--- config.mk ---
export PLATFORM = sky130hd
export DESIGN_NAME = cios_gamma_row
export DESIGN_NICKNAME = d
export VERILOG_FILES = /design/src/rtl/cios_gamma_row.sv
export SDC_FILE = /design/constraint.sdc
export NUM_CORES = 2
export LEC_CHECK = 0
export ABC_AREA = 1
export CAP_MARGIN = 20
export CORE_MARGIN = 4
export CORE_UTILIZATION = 30
export DETAILED_ROUTE_END_ITERATION = 16
export GPL_ROUTABILITY_DRIVEN = 0
export SETUP_SLACK_MARGIN = 0.5
export SLEW_MARGIN = 10
export SYNTH_ARGS = -nofsm -noshare
export SYNTH_HDL_FRONTEND = slang
export SYNTH_SLANG_ARGS = --single-unit
--- constraint.sdc ---
create_clock -name clk -period 10.7 [get_ports clk]
set_input_delay 2.14 -clock clk [delete_from_list [all_inputs] [get_ports clk]]
set_output_delay 2.14 -clock clk [all_outputs]
set_load 0.05 [all_outputs]
--- src/rtl/cios_gamma_row.sv ---
// CIOS inner row: streams T[j] + m*p[j] + C, folds in T[s], T[s+1] and emits the shifted words T'[0..NWORDS].
// Latency: a word accepted at edge k accumulates at edge k+MUL_STAGES+1. No output backpressure; in_ready drops after NWORDS words.
module cios_gamma_row #(
    parameter int WIDTH      = 32,
    parameter int NWORDS     = 8,
    parameter int MUL_STAGES = 1
) (
    input  logic                         clk,
    input  logic                         rst,
    input  logic                         start,
    input  logic [WIDTH-1:0]             m,
    input  logic [WIDTH-1:0]             t_hi,
    input  logic [WIDTH-1:0]             t_hi1,
    input  logic                         in_valid,
    output logic                         in_ready,
    input  logic [WIDTH-1:0]             t_in,
    input  logic [WIDTH-1:0]             p_in,
    output logic                         out_valid,
    output logic [$clog2(NWORDS+1)-1:0]  out_idx,
    output logic [WIDTH-1:0]             out_word,
    output logic                         busy,
    output logic                         done,
    output logic                         lsw_err
);
    localparam int IW = $clog2(NWORDS+1);
    localparam int W2 = 2 * WIDTH;
    localparam logic [IW-1:0] NW   = IW'(NWORDS);
    localparam logic [IW-1:0] LAST = IW'(NWORDS - 1);

    typedef enum logic [1:0] {IDLE, RUN, FIN1, FIN2} state_t;
    state_t state_q, state_d;

    logic [WIDTH-1:0] m_q, thi_q, thi1_q, c_q;
    logic             c1_q, lsw_err_q, busy_q;
    logic [IW-1:0]    acc_cnt_q, acc_j_q;
    logic             in_vld_q;
    logic [WIDTH-1:0] in_t_q, in_p_q;
    logic [W2-1:0]    prod_q [MUL_STAGES];
    logic [WIDTH-1:0] pt_q   [MUL_STAGES];
    logic             pv_q   [MUL_STAGES];

    logic             out_valid_q, out_valid_d, done_q, done_d;
    logic [IW-1:0]    out_idx_q, out_idx_d;
    logic [WIDTH-1:0] out_word_q, out_word_d;
    logic [W2-1:0]    sum;
    logic [WIDTH:0]   sum1;
    logic             acc_fire;

    assign in_ready  = (state_q == RUN) && (acc_cnt_q < NW);
    assign out_valid = out_valid_q;
    assign out_idx   = out_idx_q;
    assign out_word  = out_word_q;
    assign done      = done_q;
    assign busy      = busy_q;
    assign lsw_err   = lsw_err_q;

    always_comb begin
        sum         = prod_q[MUL_STAGES-1] + W2'(pt_q[MUL_STAGES-1]) + W2'(c_q);
        sum1        = {1'b0, thi_q} + {1'b0, c_q};
        acc_fire    = pv_q[MUL_STAGES-1] && (state_q == RUN);
        state_d     = state_q;
        out_valid_d = 1'b0;
        out_idx_d   = '0;
        out_word_d  = '0;
        done_d      = 1'b0;
        case (state_q)
            IDLE: if (start) state_d = RUN;
            RUN: begin
                if (acc_fire) begin
                    // Word 0's low half is the discarded LSW
                    if (acc_j_q != '0) begin
                        out_valid_d = 1'b1;
                        out_idx_d   = acc_j_q - 1'b1;
                        out_word_d  = sum[WIDTH-1:0];
                    end
                    if (acc_j_q == LAST) state_d = FIN1;
                end
            end
            FIN1: begin
                out_valid_d = 1'b1;
                out_idx_d   = LAST;
                out_word_d  = sum1[WIDTH-1:0];
                state_d     = FIN2;
            end
            FIN2: begin
                out_valid_d = 1'b1;
                out_idx_d   = NW;
                out_word_d  = thi1_q + WIDTH'(c1_q);
                done_d      = 1'b1;
                state_d     = IDLE;
            end
            default: state_d = IDLE;
        endcase
    end

    always_ff @(posedge clk or posedge rst) begin
        if (rst) begin
            state_q     <= IDLE;
            m_q         <= '0;
            thi_q       <= '0;
            thi1_q      <= '0;
            c_q         <= '0;
            c1_q        <= 1'b0;
            lsw_err_q   <= 1'b0;
            busy_q      <= 1'b0;
            acc_cnt_q   <= '0;
            acc_j_q     <= '0;
            in_vld_q    <= 1'b0;
            in_t_q      <= '0;
            in_p_q      <= '0;
            out_valid_q <= 1'b0;
            out_idx_q   <= '0;
            out_word_q  <= '0;
            done_q      <= 1'b0;
            for (int i = 0; i < MUL_STAGES; i++) begin
                prod_q[i] <= '0;
                pt_q[i]   <= '0;
                pv_q[i]   <= 1'b0;
            end
        end else begin
            state_q     <= state_d;
            busy_q      <= (state_d != IDLE);
            out_valid_q <= out_valid_d;
            out_idx_q   <= out_idx_d;
            out_word_q  <= out_word_d;
            done_q      <= done_d;
            if (state_q == IDLE && start) begin
                m_q       <= m;
                thi_q     <= t_hi;
                thi1_q    <= t_hi1;
                c_q       <= '0;
                lsw_err_q <= 1'b0;
                acc_cnt_q <= '0;
                acc_j_q   <= '0;
            end
            in_vld_q <= in_valid && in_ready;
            if (in_valid && in_ready) begin
                in_t_q    <= t_in;
                in_p_q    <= p_in;
                acc_cnt_q <= acc_cnt_q + 1'b1;
            end
            prod_q[0] <= W2'(m_q) * W2'(in_p_q);
            pt_q[0]   <= in_t_q;
            pv_q[0]   <= in_vld_q;
            for (int i = 1; i < MUL_STAGES; i++) begin
                prod_q[i] <= prod_q[i-1];
                pt_q[i]   <= pt_q[i-1];
                pv_q[i]   <= pv_q[i-1];
            end
            if (acc_fire) begin
                c_q     <= sum[W2-1:WIDTH];
                acc_j_q <= acc_j_q + 1'b1;
                if (acc_j_q == '0) lsw_err_q <= |sum[WIDTH-1:0];
            end
            if (state_q == FIN1) c1_q <= sum1[WIDTH];
        end
    end
endmodule

# Yosys cells after proc, flatten, opt, wreduce, memory -nomap -nowiden
# Cells that the tools add are included.
# Widths: inputs -> output; s select.
[word_totals] reg_bits=341 latch_bits=0 mem_bits_rw=0 romBits=0 input_bits=164 elab_cells=67 n_memories=0
[op_classes] n_addsub=7 n_mul=1 div_mod_pow=0 order_cmp=1 eq_ne=4 shift=0 mux=22 bitwise_logic=0 n_reduce_logical=12
[op_table] cell="$add 64x32->64" n=2
[op_table] cell="$mux 32" n=4
[op_table] cell="$pmux 32 s3" n=1
[op_table] cell="$mul 32x32->64" n=1
[op_table] cell="$add 32x32->33" n=1
[op_table] cell="$add 32x1->32" n=1
[op_table] cell="$reduce_or 32->1" n=1
[op_table] cell="$mux 4" n=5
[op_table] cell="$pmux 4 s3" n=1
[op_table] cell="$add 4x1->4 const B" n=2
[op_table] cell="$pmux 2 s4" n=1
[op_table] cell="$mux 1" n=6
[op_table] cell="$mux 2" n=3
[op_table] cell="$reduce_bool 2->1" n=3
[op_table] cell="$eq 2x2->1 const B" n=2
[op_table] cell="$eq 4x3->1 const B" n=1
[op_table] cell="$logic_and 1x1->1" n=4
[op_table] cell="$logic_not 4->1" n=1
[op_table] cell="$lt 4x4->1 const B" n=1
[op_table] cell="$reduce_bool 4->1" n=1
[op_table] cell="$sub 4x1->4 const B" n=1
[op_table] cell="$eq 2x1->1 const B" n=1
[op_table] cell="$logic_not 2->1" n=1
[op_table] cell="$pmux 1 s2" n=1
[op_table] cell="$reduce_or 2->1" n=1

# Logic depth before layout (Yosys ltp)
[logic_depth] ltp_word=5 mapped_depth=34

# Least setup slack after synthesis
# No wires, ideal clock.
[synth_timing] path_type="register to register" start="reg in_p_q[6]" end="reg prod_q[37] in the netlist's numbering" setup_ns=0.126 t_arrival_ns=6.357 path_slack_ns=4.217 stages_incl_launch_ff=29 path_cell_list="dfrtp_1 clkbuf_1 clkbuf_1 nand2_1 inv_1 fa_1 fa_1 fa_1 inv_1 fa_1 inv_1 fa_1 inv_1 fa_1 inv_1 fa_1 inv_1 fa_1 inv_1 ha_1 a21oi_1 o21ai_0 a21oi_1 nand3_2 a21oi_2 inv_1 nand2_1 nand2_1 xor2_1"
[synth_via] elab_chain_cells=1
[synth_rtl] item="start, declared" line_no="37" rtl="logic [WIDTH-1:0] in_t_q, in_p_q;"
[synth_rtl] item="start signal, assigned" line_no="139" rtl="in_p_q <= p_in;"
[synth_rtl] item="$mul 32x32->64" line_no="142" rtl="prod_q[0] <= W2'(m_q) * W2'(in_p_q);"
[synth_rtl] item="end signal, assigned by index" line_no="146" rtl="prod_q[i] <= prod_q[i-1];"
[synth_rtl] item="end, declared" line_no="38" rtl="logic [W2-1:0] prod_q [MUL_STAGES];"
# No other way between the ends.
# A chain may end at the register's enable or synchronous reset.

# Final worst setup path
[layout_timing] start="reg m_q[25]" end="reg prod_q[62] in the netlist's numbering"
[layout_via] elab_chain_cells=1
[layout_rtl] item="start, declared" line_no="33" rtl="logic [WIDTH-1:0] m_q, thi_q, thi1_q, c_q;"
[layout_rtl] item="start signal, assigned" line_no="128" rtl="m_q <= m;"
[layout_rtl] item="$mul 32x32->64" line_no="142"
# No other way between the ends.

==> results_dict.tcl <==
set metrics [dict create \
    drcViolationCount 0 \
    h-tree-depth 2 \
    cts.path.max_buffers 3 \
    setup.worst_path.class "register to register" \
    drv_slew 0 \
    core_um2 176900 \
    io_buffers 204 \
    hold_viol 0 \
    yosys.area_share.simple_pct 20.40 \
    viasPerCell 4.706 \
    cts_tree "yes" \
    path_max_fanout 23 \
    max_slew_margin_pct 27.32 \
    dieArea_um2 185500 \
    tightest_slew_ps 1090 \
    clock_latency_ps 670 \
    ff2ff_setup_slack_ps 3020 \
    synth_area_um2 53610 \
    pin_count 205 \
    root_buffer "clkbuf_16" \
    cts_sinks 341 \
    holdWs_ps 342.0 \
    stdcell_area_um2 59630 \
    start_util_pct 30.31 \
    grt_remaining_overflow 0 \
    ff2ff_path_depth 24 \
    start_kind "register" \
    cts.clk_slew.worst_paths_ps 60 \
    ys_warn_count 0 \
    met2RoutedLength_um 81630 \
    final_layout_size_suffix_gt1_share_pct 3.617 \
    grt_max_degree 171 \
    die_width_um 430.7 \
    r2r_start "m_q[25]" \
    syn_inst 6975 \
    ys_ff_latch 341 \
    synth-main-ff-cell "dfrtp_1" \
    critPathRequiredTime_ps 11240 \
    ant_nets 0 \
    endpoint_kind "register" \
    utilization_pct 33.71 \
    synth_compound_gate_area_share_pct 5.340 \
    post_cts_buffers 0 \
    async_flop_share_pct 100.0 \
    grt_setup_unrepaired "false" \
    final_nets 8414 \
    hp-start "in_vld_q" \
    ys_seq_area_share_pct 15.92 \
    track_usage_pct 18.55 \
    syn_nets 8401 \
    fin_crit_sh_pct 71.79 \
    die_h_um 430.7 \
    synthTopCellsByArea "fa_1, dfrtp_1, nand2_1, inv_1, ha_1" \
    antenna_found_initial 8 \
    yosysTopAreaCell "fa_1" \
    synthMuxAreaShare_pct 0 \
    synth_edf_count 0 \
    postCtsResizedCells 0 \
    r2r_end "prod_q[62]" \
    status "finished clean" \
    wl_met3_um 11550 \
    fmax_ghz 0.1302 \
    hold_path_end "pv_q" \
    routed_wl_um 171200 \
    synth_xor_area_share_pct 1.127 \
    area_delta_synth_final_pct 11.23 \
    drtPass1Iterations 6 \
    grt_pass1_wl_um 268700 \
    fin_skew_ps 49.89 \
    maxCapViolations 0 \
    rows 154 \
    post-dp-hpwl_um 137800 \
    wl_met1_um 68450 \
    setup_viol 0 \
    tns_ps 0 \
    first_global_vias 46809 \
    cts_buffers 46 \
    num_vias 44080 \
    post-route-min-period_ps 7682 \
    synth_top_area_share_pct 34.73 \
    critPathArrivalTime_ps 8220 \
    placed_area_um2 57950 \
    syn_avg_cell_area_um2 7.686 \
    holdBufCountCts 0 \
    routed.top_layer "met5" \
    whs_path_depth 0 \
    hold_class "register to register" \
    synth_top_family_by_area "adder cells" \
    drtIter0Drc 3392 \
    wl_per_cell_um 18.28 \
    yosysUniqueCellTypes 55 \
    synth-adder-area-share_pct 42.48 \
]
## worst max-delay path by stage
stage	slack (ps)	cells past startpoint	from	to
detailed placement	3070	27	in_p_q[2]	prod_q[35]
finish	3020	24	m_q[25]	prod_q[62]
floorplan	4000	1	rst	acc_cnt_q[0]
global placement	3090	21	m_q[23]	prod_q[62]
CTS	3010	27	in_p_q[2]	prod_q[35]
global route	2670	28	in_p_q[3]	prod_q[35]
## critical path, cell delays in order, from the launching register on
cell	delay (ps)
dfrtp_1	770
buf_4	450
nand2_1	140
fa_1	640
inv_1	60
fa_1	490
inv_1	60
fa_1	490
inv_1	50
fa_1	550
fa_1	440
fa_1	520
fa_1	430
ha_1	300
ha_1	480
a21oi_1	280
inv_1	70
a31oi_1	210
o21ai_0	210
a21oi_1	310
nor2_1	130
nor3_1	290
nand2_1	90
nand2_1	70
nand2_1	40
## cells by family (layout without fill, tap and decap cells)
kind of cell,count (synthesis),after routing
AOI/OAI and AO/OA,480,480
xor gates and xnor gates,69,69
adders and majority gates,1262,1262
buffers and inverters,2099,2147
DFF,341,341
other,0,3
and+or+nand+nor,2724,2724
## area by class of cell
type / instances / area [µm²]
Inverter: 1794 / 6741
Multi-Input combinational cell: 4535 / 37190
Fill cell: 18511 / 117300
Tap cell: 2340 / 2928
Timing Repair Buffer: 270 / 2570
Clock buffer: 58 / 1266
Sequential cell: 341 / 8549
Antenna cell: 3 / 7.507
Clock inverter: 25 / 371.6
## registers in the layout, indices dropped and copies added (netlist names), 32 cells and up
register	flops
pt_q	32
out_word	32
prod_q	64
in_p_q	32
thi1_q	32
c_q	32
m_q	32
thi_q	32
in_t_q	32
## through the flow
| step | instances | worst slack [ps] |
|---|---|---|
| after global placement | 9279 | 3095 |
| after CTS | 9362 | 3011 |
| final | 9366 | 3018 |
| after global routing | 9363 | 2673 |
| after floorplan | 6975 | 3999 |
| after detailed placement | 9279 | 3065 |
## routing by layer
layer | GRT usage [%] | vias up
met5 | 0 | -
met4 | 8.856 | 2
met3 | 3.118 | 393
met2 | 31.27 | 1639
met1 | 23.13 | 21782
li1 | - | 20264
## cells in the mapped netlist, types with 43 or more instances
library cell  count
ha_1            332
nand2_1        2106
nand3_1         163
fa_1            930
o21ai_0         150
a21oi_1         156
dfrtp_1         341
inv_1          1788
nor3_1           46
nor2_1          266
clkbuf_1        285
xor2_1           43
## cells in the final DEF (no fill, tap or decap), types with 14 or more instances in the layout
cell,Yosys,layout
ha_1,332,332
nor3_1,46,46
o21bai_1,25,25
a21o_1,22,22
nor2_2,17,17
buf_4,1,64
nand3b_1,14,14
clkbuf_16,0,46
nand2_1,2106,2104
a21oi_1,156,156
dfrtp_1,341,328
a21oi_2,14,14
o21ai_0,150,150
nand4_1,39,39
o211ai_1,20,20
nor2_1,266,266
nand2_2,19,19
a31oi_1,20,20
fa_1,930,930
xor2_1,43,43
clkdlybuf4s50_1,0,204
o21ai_1,17,17
nand3_1,163,163
xnor2_1,26,26
inv_1,1788,1786
Power is left out: the tool's default activity adds up to more than one toggle a clock period on the data nets, which glitch-free logic cannot reach.
